**src/rtl/cacheline_adaptor_pkg.sv**
```systemverilog
// rtl/cacheline_adaptor_pkg.sv - shared types and sizes for the line-to-burst adaptor
package cacheline_adaptor_pkg;
  localparam int S_LINE  = 256;
  localparam int S_BURST = 64;
  localparam int BEATS   = 4;
  localparam int BEAT_W  = 2;

  typedef enum logic [1:0] {IDLE, RD, WR, DONE} state_t;
endpackage

```
**src/rtl/cacheline_adaptor.sv**
```systemverilog
// rtl/cacheline_adaptor.sv - serialises 256-bit line requests into four 64-bit memory bursts
module cacheline_adaptor
  import cacheline_adaptor_pkg::*;
(
  input  logic               clk,
  input  logic               reset_n,
  input  logic               line_read,
  input  logic               line_write,
  input  logic [31:0]        line_address,
  input  logic [S_LINE-1:0]  line_wdata,
  output logic [S_LINE-1:0]  line_rdata,
  output logic               line_resp,
  output logic [31:0]        burst_address,
  output logic               burst_read,
  output logic               burst_write,
  output logic [S_BURST-1:0] burst_wdata,
  input  logic [S_BURST-1:0] burst_rdata,
  input  logic               burst_resp
);
  state_t              state;
  logic [BEAT_W-1:0]   cnt;
  logic [BEAT_W-1:0]   cnt_nx;
  logic [S_LINE-1:0]   wbuf;
  logic                last_beat;

  assign cnt_nx    = cnt + 2'd1;
  assign last_beat = (cnt == BEAT_W'(BEATS - 1));

  always_ff @(posedge clk or negedge reset_n) begin
    if (!reset_n) begin
      state         <= IDLE;
      cnt           <= '0;
      wbuf          <= '0;
      line_rdata    <= '0;
      line_resp     <= 1'b0;
      burst_address <= '0;
      burst_read    <= 1'b0;
      burst_write   <= 1'b0;
      burst_wdata   <= '0;
    end else begin
      case (state)
        IDLE: begin
          // A write takes priority when both requests arrive together.
          if (line_write) begin
            burst_address <= {line_address[31:5], 5'b0};
            wbuf          <= line_wdata;
            burst_wdata   <= line_wdata[S_BURST-1:0];
            cnt           <= '0;
            burst_write   <= 1'b1;
            state         <= WR;
          end else if (line_read) begin
            burst_address <= {line_address[31:5], 5'b0};
            cnt           <= '0;
            burst_read    <= 1'b1;
            state         <= RD;
          end
        end
        RD: begin
          if (burst_resp) begin
            line_rdata[{cnt, 6'd0} +: S_BURST] <= burst_rdata;
            cnt <= cnt_nx;
            if (last_beat) begin
              burst_read <= 1'b0;
              line_resp  <= 1'b1;
              state      <= DONE;
            end
          end
        end
        WR: begin
          if (burst_resp) begin
            cnt <= cnt_nx;
            if (last_beat) begin
              burst_write <= 1'b0;
              burst_wdata <= '0;
              line_resp   <= 1'b1;
              state       <= DONE;
            end else begin
              burst_wdata <= wbuf[{cnt_nx, 6'd0} +: S_BURST];
            end
          end
        end
        DONE: begin
          // Requests are deliberately not sampled here so a held request is not reissued.
          line_resp <= 1'b0;
          state     <= IDLE;
        end
        default: begin
          line_resp <= 1'b0;
          state     <= IDLE;
        end
      endcase
    end
  end
endmodule

```
**config.mk**
```make
export PLATFORM = sky130hd
export DESIGN_NAME = cacheline_adaptor
export DESIGN_NICKNAME = d
export VERILOG_FILES = /design/src/rtl/cacheline_adaptor_pkg.sv /design/src/rtl/cacheline_adaptor.sv
export SDC_FILE = /design/constraint.sdc
export NUM_CORES = 1
export LEC_CHECK = 0
export BUFFER_PORTS_ARGS = -buffer_cell sky130_fd_sc_hd__buf_2
export CAP_MARGIN = 20
export CELL_PAD_IN_SITES_DETAIL_PLACEMENT = 1
export CELL_PAD_IN_SITES_GLOBAL_PLACEMENT = 2
export CORE_ASPECT_RATIO = 0.5
export CORE_MARGIN = 4
export CORE_UTILIZATION = 36
export CTS_CLUSTER_SIZE = 25
export DETAILED_ROUTE_END_ITERATION = 10
export PLACE_DENSITY = 0.92
export RECOVER_POWER = 100
export SYNTH_ARGS = -nofsm -noshare
export SYNTH_HDL_FRONTEND = slang
export SYNTH_SLANG_ARGS = --single-unit
```
**constraint.sdc**
```tcl
create_clock -name clk -period 3 [get_ports clk]
set_input_delay 0.3 -clock clk [delete_from_list [all_inputs] [get_ports clk]]
set_output_delay 0.3 -clock clk [all_outputs]
set_load 0.05 [all_outputs]
```
* After elaboration in Yosys (flattened, before gate mapping)
Cells that the tools add are included.
** Word-level totals
- Bits in registers :: 615
- Output and inout port bits :: 355
- Word-level logic and storage cells :: 70
- Input bits :: 357
** Cells by class
- Muxes and demuxes :: 26
- Shifts and indexed selects :: 3
- Reduce and logical (&&, ||, !) cells :: 16
- Equality and inequality tests :: 14
- $add $sub $neg :: 2
** Operator list (number)
- bitwise mux 256 bit :: 1
- variable shift 64 x 10 -> 256 bit, first input constant :: 1
- variable part select 256 x 9 -> 64 bit :: 1
- variable part select 64 x 10 -> 256 bit :: 1
- two-way mux 64 bit :: 3
- one-hot mux 64 bit (2 select lines) :: 1
- two-way mux 32 bit :: 2
- two-way mux 2 bit :: 7
- != test 2 bit, second input constant :: 7
- AND reduction 3 bit :: 4
- negator 8 -> 10 bit :: 1
- nonzero test 2 bit :: 5
- two-way mux 1 bit :: 7
- equality test 2 bit, second input constant :: 3
- one-hot mux 1 bit (2 select lines) :: 3
- one-hot mux 2 bit (3 select lines) :: 1
- AND reduction 2 bit :: 3
- AND reduction 5 bit :: 1
- != test 2 x 1 -> 1 bit, second input constant :: 2
- one-hot mux 2 bit (2 select lines) :: 1
- AND reduction 4 bit :: 1
- != test 3 bit, second input constant :: 1
- adder 2 x 1 -> 2 bit, second input constant :: 1
- equality test 2 x 1 -> 1 bit, second input constant :: 1
- 2 further kinds :: 2

* Logic depth before layout (Yosys ltp)
Gate-level depths: netlist (run 1).
- Word-level depth :: 5
- Depth in mapped cells :: 10
- Gate-level depth less buffers :: 5

* Least setup slack after synthesis (run 1)
No wires, ideal clock.
- Path kind :: flip-flop to flip-flop
- Start :: reg cnt[0]
- End :: reg burst_wdata[24]
- Setup time :: 0.126 ns
- Buffers on the path :: 5
- Data arrival time :: 2.365 ns
- Path slack :: 0.509 ns
- Stages on the path, launching flop included :: 10
- Data required time :: 2.874 ns
- Cell sequence :: dfrtp_1 > buf_6 > buf_8 > inv_2 > ha_1 > buf_2 > buf_2 > clkbuf_1 > mux4_2 > a221o_1
** Between the ends
- Longest elaborated chain between the ends :: 5
- Elaborated cells between the ends (all ways) :: 6
- Those cells by class :: add/sub: 1; eq/ne: 1; shift: 1; mux: 3
** RTL lines
- start, declared :: line cacheline_adaptor.sv:21 : logic [BEAT_W-1:0] cnt;
- start signal, assigned :: line cacheline_adaptor.sv:61 : cnt <= cnt_nx;
- start signal, assigned :: line cacheline_adaptor.sv:71 : cnt <= cnt_nx;
- adder 2 x 1 -> 2 bit :: line cacheline_adaptor.sv:26 : assign cnt_nx = cnt + 2'd1;
- variable part select 256 x 9 -> 64 bit :: line cacheline_adaptor.sv:78 : burst_wdata <= wbuf[{cnt_nx, 6'd0} +: S_BURST];
- two-way mux 64 bit * :: line cacheline_adaptor.sv:72 : if (last_beat) begin
- two-way mux 64 bit * :: line cacheline_adaptor.sv:70 : if (burst_resp) begin
- one-hot mux 64 bit (2 select lines) * :: line cacheline_adaptor.sv:41 : case (state)
- end signal, assigned :: line cacheline_adaptor.sv:47 : burst_wdata <= line_wdata[S_BURST-1:0];
- end signal, assigned :: line cacheline_adaptor.sv:78
- end, declared :: line cacheline_adaptor.sv:16 : output logic [S_BURST-1:0] burst_wdata,
Mark *: on every way between the ends. The rest lies on a longest branch, timed or not. The select of a mux whose other input is x is not followed.
A chain may end at the register's enable or synchronous reset.

* Final worst setup path (run 1)
- Start :: reg cnt[0]
- End :: reg burst_wdata[10]
The elaborated chain is that of the path after synthesis.

==> results of run 1 <==
==> kinds of logic after synthesis <==
logic type	count (synthesis)	share of synthesized area
flip-flops	610	0.620
multiplexers	354	0.191
AO/OA/AOI/OAI	331	0.120
buffers and inverters	149	0.0338
AND/OR/NAND/NOR	88	0.0303
adder cells (fa/ha/maj)	11	0.00559
other	1	0.000152
==> through the flow <==
| step | instance area (um2) | std cells | power (W) |
|---|---|---|---|
| 2_1_floorplan | 24600 | 1548 | 0.0244 |
| 3_5_place_dp | 29200 | 3057 | 0.0289 |
| 5_1_grt | 34200 | 3558 | 0.0391 |
| 4_1_cts | 34700 | 3512 | 0.0372 |
| 6_report | 34200 | 3562 | 0.0377 |
| 3_3_place_gp | 29200 | 3057 | 0.0282 |
==> worst min path at each step <==
stage	endpoint	slack [ps]	cells after the start	start
after floorplan	burst_address[10]	4	0	reset_n
after global placement	burst_address[12]	290	1	reset_n
after detailed placement	line_rdata[164]	300	1	reset_n
after CTS	line_rdata[114]	20	2	burst_rdata[50]
after global routing	line_rdata[114]	30	2	burst_rdata[50]
final	line_rdata[114]	70	2	burst_rdata[50]
==> critical path: cells and delay by family (launching register included) <==
family | cells | cell delay (ps)
flops | 1 | 590
mux | 1 | 400
compound gates | 1 | 410
buf+inv | 2 | 750
fa+ha+maj | 1 | 390
==> routing by layer <==
metal	vias up	GRT usage	share of wire
met5	-	0	0.00013
met4	2	0.195	0.083
met3	431	0.0455	0.052
met2	965	0.486	0.52
met1	10300	0.288	0.34
li1	8071	-	-
==> final cells by class <==
cell class                 instances  area, um2  share of cell area
clock inverter                    28        292             0.00852
clock buffer                      81       1700              0.0497
timing repair buffer            1100       7070               0.207
tap                              897       1120              0.0328
antenna                           50        125             0.00366
multi-input combinational        789       8600               0.252
inverter                           7       26.3            0.000768
sequential                       610      15300               0.446
==> power by group <==
part / switching, W / internal [W] / total (W)
clock: 0.00360 / 0.00433 / 0.00794
combinational: 0.0103 / 0.00585 / 0.0161
sequential: 0.00229 / 0.0114 / 0.0137
==> state kept, by name, indices dropped and copies added, names as in the netlist <==
name	flops
burst_write	1
line_rdata	256
burst_read	1
cnt	2
line_resp	1
burst_address	27
burst_wdata	64
wbuf	256
state	2
==> timing repair <==
item                      in CTS  in global routing
hold endpoints to repair     576                  0
buffers inserted               0                  0
hold buffers                 346                  0
==> layout by cell type, fill, tap and decap left out, types with 2 or more instances in the layout <==
| master | n |
|---|---|
| a21oi_1 | 4 |
| clkbuf_8 | 14 |
| clkbuf_16 | 59 |
| nor2_1 | 3 |
| diode_2 | 50 |
| nand3_4 | 3 |
| nand2b_1 | 2 |
| mux2_2 | 269 |
| mux4_2 | 64 |
| a22o_1 | 257 |
| clkinvlp_4 | 3 |
| buf_12 | 15 |
| a221o_1 | 64 |
| buf_2 | 350 |
| conb_1 | 5 |
| clkinv_8 | 2 |
| mux2_1 | 15 |
| and4_1 | 64 |
| mux2i_1 | 6 |
| clkbuf_4 | 3 |
| ha_1 | 10 |
| clkbuf_1 | 368 |
| buf_4 | 16 |
| inv_6 | 2 |
| bufinv_16 | 4 |
| inv_1 | 4 |
| dfrtp_1 | 610 |
| clkinv_2 | 14 |
| clkinv_4 | 2 |
| dlygate4sd3_1 | 346 |
| inv_2 | 3 |
| nor4_4 | 3 |
| nand2_1 | 4 |
| clkbuf_2 | 9 |
| o21ai_0 | 4 |
==> results_dict.tcl, run 1 <==
set metrics [dict create \
    die_h_um 193 \
    syn-instance-count 1544 \
    failed_checks "max-capacitance violations, max-slew violations" \
    cts_resized 0 \
    fillCellCount 6987 \
    pin_count 712 \
    portBuffers 701 \
    reg2reg_to "burst_wdata[10]" \
    drt_iter0_markers 1298 \
    clk_path_buf_depth 3 \
    fp.coreArea_um2 67300 \
    arrival_ps 3190 \
    setup_ws_ps 296 \
    vdd_drop_max_mv 0.599 \
    synth_flop_cell "dfrtp_1" \
    crit_path_end_kind "flip-flop" \
    synth.ff_latch_count 610 \
    status "finished, violations left" \
    pwr_density_cell_nw_per_um2 1100 \
    r2r_start "cnt[0]" \
    cp_data_required_time_ps 3490 \
    hold_viol_final 0 \
    vias 19800 \
    drt_wl_total_um 103000 \
    drcViolationCount 0 \
    synth.most_common_cell "dfrtp_1" \
    antenna_found_initial 44 \
    grt_pass1_vias 22300 \
    final_layout_size_suffix_gt1_frac 0.322 \
    synth_edf_count 0 \
    gp_congestion 0.836 \
    netlist_area_um2 24600 \
    cts_tree "yes" \
    startpoint_type "flip-flop" \
    crit_type "reg2reg" \
    grt.overflow.total 0 \
    die_w_um 378 \
    grt_usage 0.269 \
    cp-endpoint "burst_wdata[10]" \
    drt-wirelength-per-cell_um 28.8 \
    yosys_warnings 0 \
    startpoint "cnt[0]" \
    p_leak_nw 15.4 \
    path_cells "inv_2, ha_4, clkbuf_4, mux4_2, a221o_1" \
    place_hpwl_um 58000 \
    whs_ps 65.7 \
    synth.distinct_cells 34 \
    worstSkewPairLatency_ps 630 \
    fp.dieArea_um2 72900 \
    synth_top_cell_area_share 0.620 \
    utilization 0.508 \
    tns_ps 0 \
    clk_pin_slew_ps 80 \
    critPathSlowestCell "dfrtp_1" \
    numCtsBuffers 58 \
    rows 67 \
    rsz0062_at_grt "false" \
    r2r_cells 5 \
    min_period_ps 2700 \
    cts_root_buffer "clkbuf_16" \
    synth.yosys.seq_area_share 0.620 \
    ant_nets 0 \
    synth_area_per_cell_um2 16.0 \
    syn_to_final_growth_pct 38.8 \
    cp_slowest_stage_delay_ps 590 \
    cts.sink_count 610 \
    grt_max_degree 82 \
    yosysTopAreaCell "dfrtp_1" \
    fin_crit_sh 0.901 \
    initial_core_util 0.366 \
    skew_ps 22.9 \
    grt_pass1_wl_um 147000 \
    hold_class "in2reg" \
    cap_violations 1 \
    dr.pass1.iters 5 \
    tightest_slew_ps 1880 \
    synthTopCellsByArea "dfrtp_1, mux2_2, a22o_1" \
    fmax_ghz 0.370 \
    setup_viol 0 \
    nets 2934 \
    htreeDepth 2 \
    r2r_setup_slack_ps 300 \
    maxSlewViolCount 58 \
    slew_headroom -0.251 \
    async_flop_share 1.00 \
    synth_common_cells "dfrtp_1, mux2_2, a22o_1" \
    cp_max_fo 32 \
    vias_per_cell 5.56 \
    dpl_worst_slack_ps 755 \
]
No activity file was read; power rests on OpenSTA's default activity.
==> run 2, diff against run 1 <==
==> constraint.sdc (replaced) <==
create_clock -name clk -period 2.52 [get_ports clk]
set_input_delay 0.252 -clock clk [delete_from_list [all_inputs] [get_ports clk]]
set_output_delay 0.252 -clock clk [all_outputs]
set_load 0.05 [all_outputs]
==> results_dict.tcl, run 2 (synthesis results as in run 1) <==
set metrics [dict create \
    clk_path_buf_depth 3 \
    fp.coreArea_um2 67300 \
    slew_headroom 0.0463 \
    final_common_cell "dfrtp_1" \
    fp.dieArea_um2 72900 \
    cts_resized 0 \
    dr.pass1.iters 5 \
    startpoint_type "flip-flop" \
    tns_ps 0 \
    postCtsHoldBufs 347 \
    arrival_ps 2850 \
    drt_iter0_markers 1162 \
    cts.sink_count 610 \
    status "complete, no violations" \
    vdd_drop_max_mv 0.604 \
    reg2reg_to "burst_wdata[21]" \
    final_layout_size_suffix_gt1_frac 0.311 \
    crit_type "reg2reg" \
    rsz0062_at_grt "false" \
    intPower_w 0.0251 \
    grt_pass1_vias 22300 \
    die_w_um 378 \
    r2r_setup_slack_ps 150 \
    hold_class "in2reg" \
    final_cell_mix "dfrtp_1, clkbuf_1, buf_2" \
    use_met2 0.492 \
    power.switching_w 0.0190 \
    numCtsBuffers 56 \
    pwr_density_cell_nw_per_um2 1300 \
    grt_pass1_wl_um 148000 \
    grt_max_degree 85 \
    maxSlewViolCount 0 \
    clock_power_share 0.201 \
    postCtsSetupRepairBufs 0 \
    worstSkewPairLatency_ps 610 \
    r2r_cells 5 \
    portBuffers 701 \
    grt.overflow.total 0 \
    use_met3 0.0422 \
    hold_start "burst_rdata[50]" \
    total_power_w 0.0442 \
    skew_ps 18.3 \
    vias_per_cell 5.56 \
    antenna_found_initial 35 \
    htreeDepth 2 \
    rows 67 \
    ant_nets 0 \
    reg_top3 "line_rdata (256), wbuf (256), burst_wdata (64)" \
    die_h_um 193 \
    swShare 0.431 \
    fin_crit_sh 0.941 \
    gp_congestion 0.828 \
    p_comb_frac 0.431 \
    drt-wirelength-per-cell_um 28.7 \
    drcViolationCount 0 \
    clk_pin_slew_ps 80 \
    pin_count 712 \
    p_leak_nw 15.3 \
    grt_usage 0.269 \
    dpl_cell_area_um2 29300 \
    cts_tree "yes" \
    cts_root_buffer "clkbuf_16" \
    syn_to_final_growth_pct 37.9 \
    cp_max_fo 33 \
    whs_path_depth 2 \
    place_hpwl_um 58100 \
    hold_viol_final 0 \
    met1_usage 0.292 \
    cap_violations 0 \
    seqPwrFrac 0.368 \
    min_to "line_rdata[178]" \
    setup_viol 0 \
    crit_path_end_kind "flip-flop" \
    drt_wl_total_um 102000 \
    cp_data_required_time_ps 2990 \
    nets 2936 \
    vias 19700 \
    top_usage_layer "met2" \
    r2r_start "cnt[0]" \
    fmax_ghz 0.422 \
    initial_core_util 0.366 \
    min_period_ps 2370 \
    final_area_um2 34000 \
    tightest_slew_ps 1430 \
]
run 2: cell types whose count changed in the layout (fill, tap and decap cells not counted), moves of 3 or more:
cell,before,now
mux2_1,15,33
mux2_2,269,251
diode_2,50,39
clkinv_2,14,6
clkbuf_1,368,374
buf_12,15,11
clkbuf_2,9,13
inv_6,2,6
buf_4,16,13
bufinv_16,4,1
run 2: how the worst max path moves through the flow:
stage	startpoint	end
floorplan	cnt[0]	burst_wdata[24]
global placement	cnt[0]	burst_wdata[54]
global route	state[1]	line_rdata[214]
finish	cnt[0]	burst_wdata[21]
detailed placement	state[1]	line_rdata[61]
CTS	state[1]	line_rdata[23]
run 2: final cells by class:
class	count	area, um2
diodes	39	97.6
clock inverters	18	151
flip-flops and latches	610	15300
fillers	6986	33300
well taps	897	1120
clock buffers	82	1650
repair buffers	1104	7050
inverters	7	26.3
multi-input cells	789	8600
run 2: per-layer routing:
metal | share of wire | vias to the layer above
met2 | 0.53 | 848
li1 | - | 8058
met1 | 0.35 | 10400
met4 | 0.079 | 0
met5 | 0 | -
met3 | 0.044 | 406
run 2: power by group through the flow:
| stage | combinational, W | clock [W] | sequential (W) |
|---|---|---|---|
| 2_1_floorplan | 0.00842 | 0 | 0.0206 |
| 3_3_place_gp | 0.0181 | 0 | 0.0155 |
| 3_5_place_dp | 0.0186 | 0 | 0.0158 |
| 4_1_cts | 0.0191 | 0.00876 | 0.0157 |
| 5_1_grt | 0.0198 | 0.00943 | 0.0165 |
| 6_report | 0.0190 | 0.00886 | 0.0163 |
run 2: per-stage QoR:
stage,setup WS [ps],cells,util,hold WS (ps)
after global routing,80.8,3544,0.505,13.5
final,148,3546,0.505,10.5
after detailed placement,284,3060,0.435,291
after global placement,392,3060,0.435,290
after CTS,251,3507,0.514,4.43
after floorplan,29.2,1548,-,-43.6
run 2: critical path, cell delays in order (launching register included):
cell	delay (ps)
dfrtp_4	550
inv_2	220
ha_4	260
buf_6	390
mux4_2	390
a221o_1	400
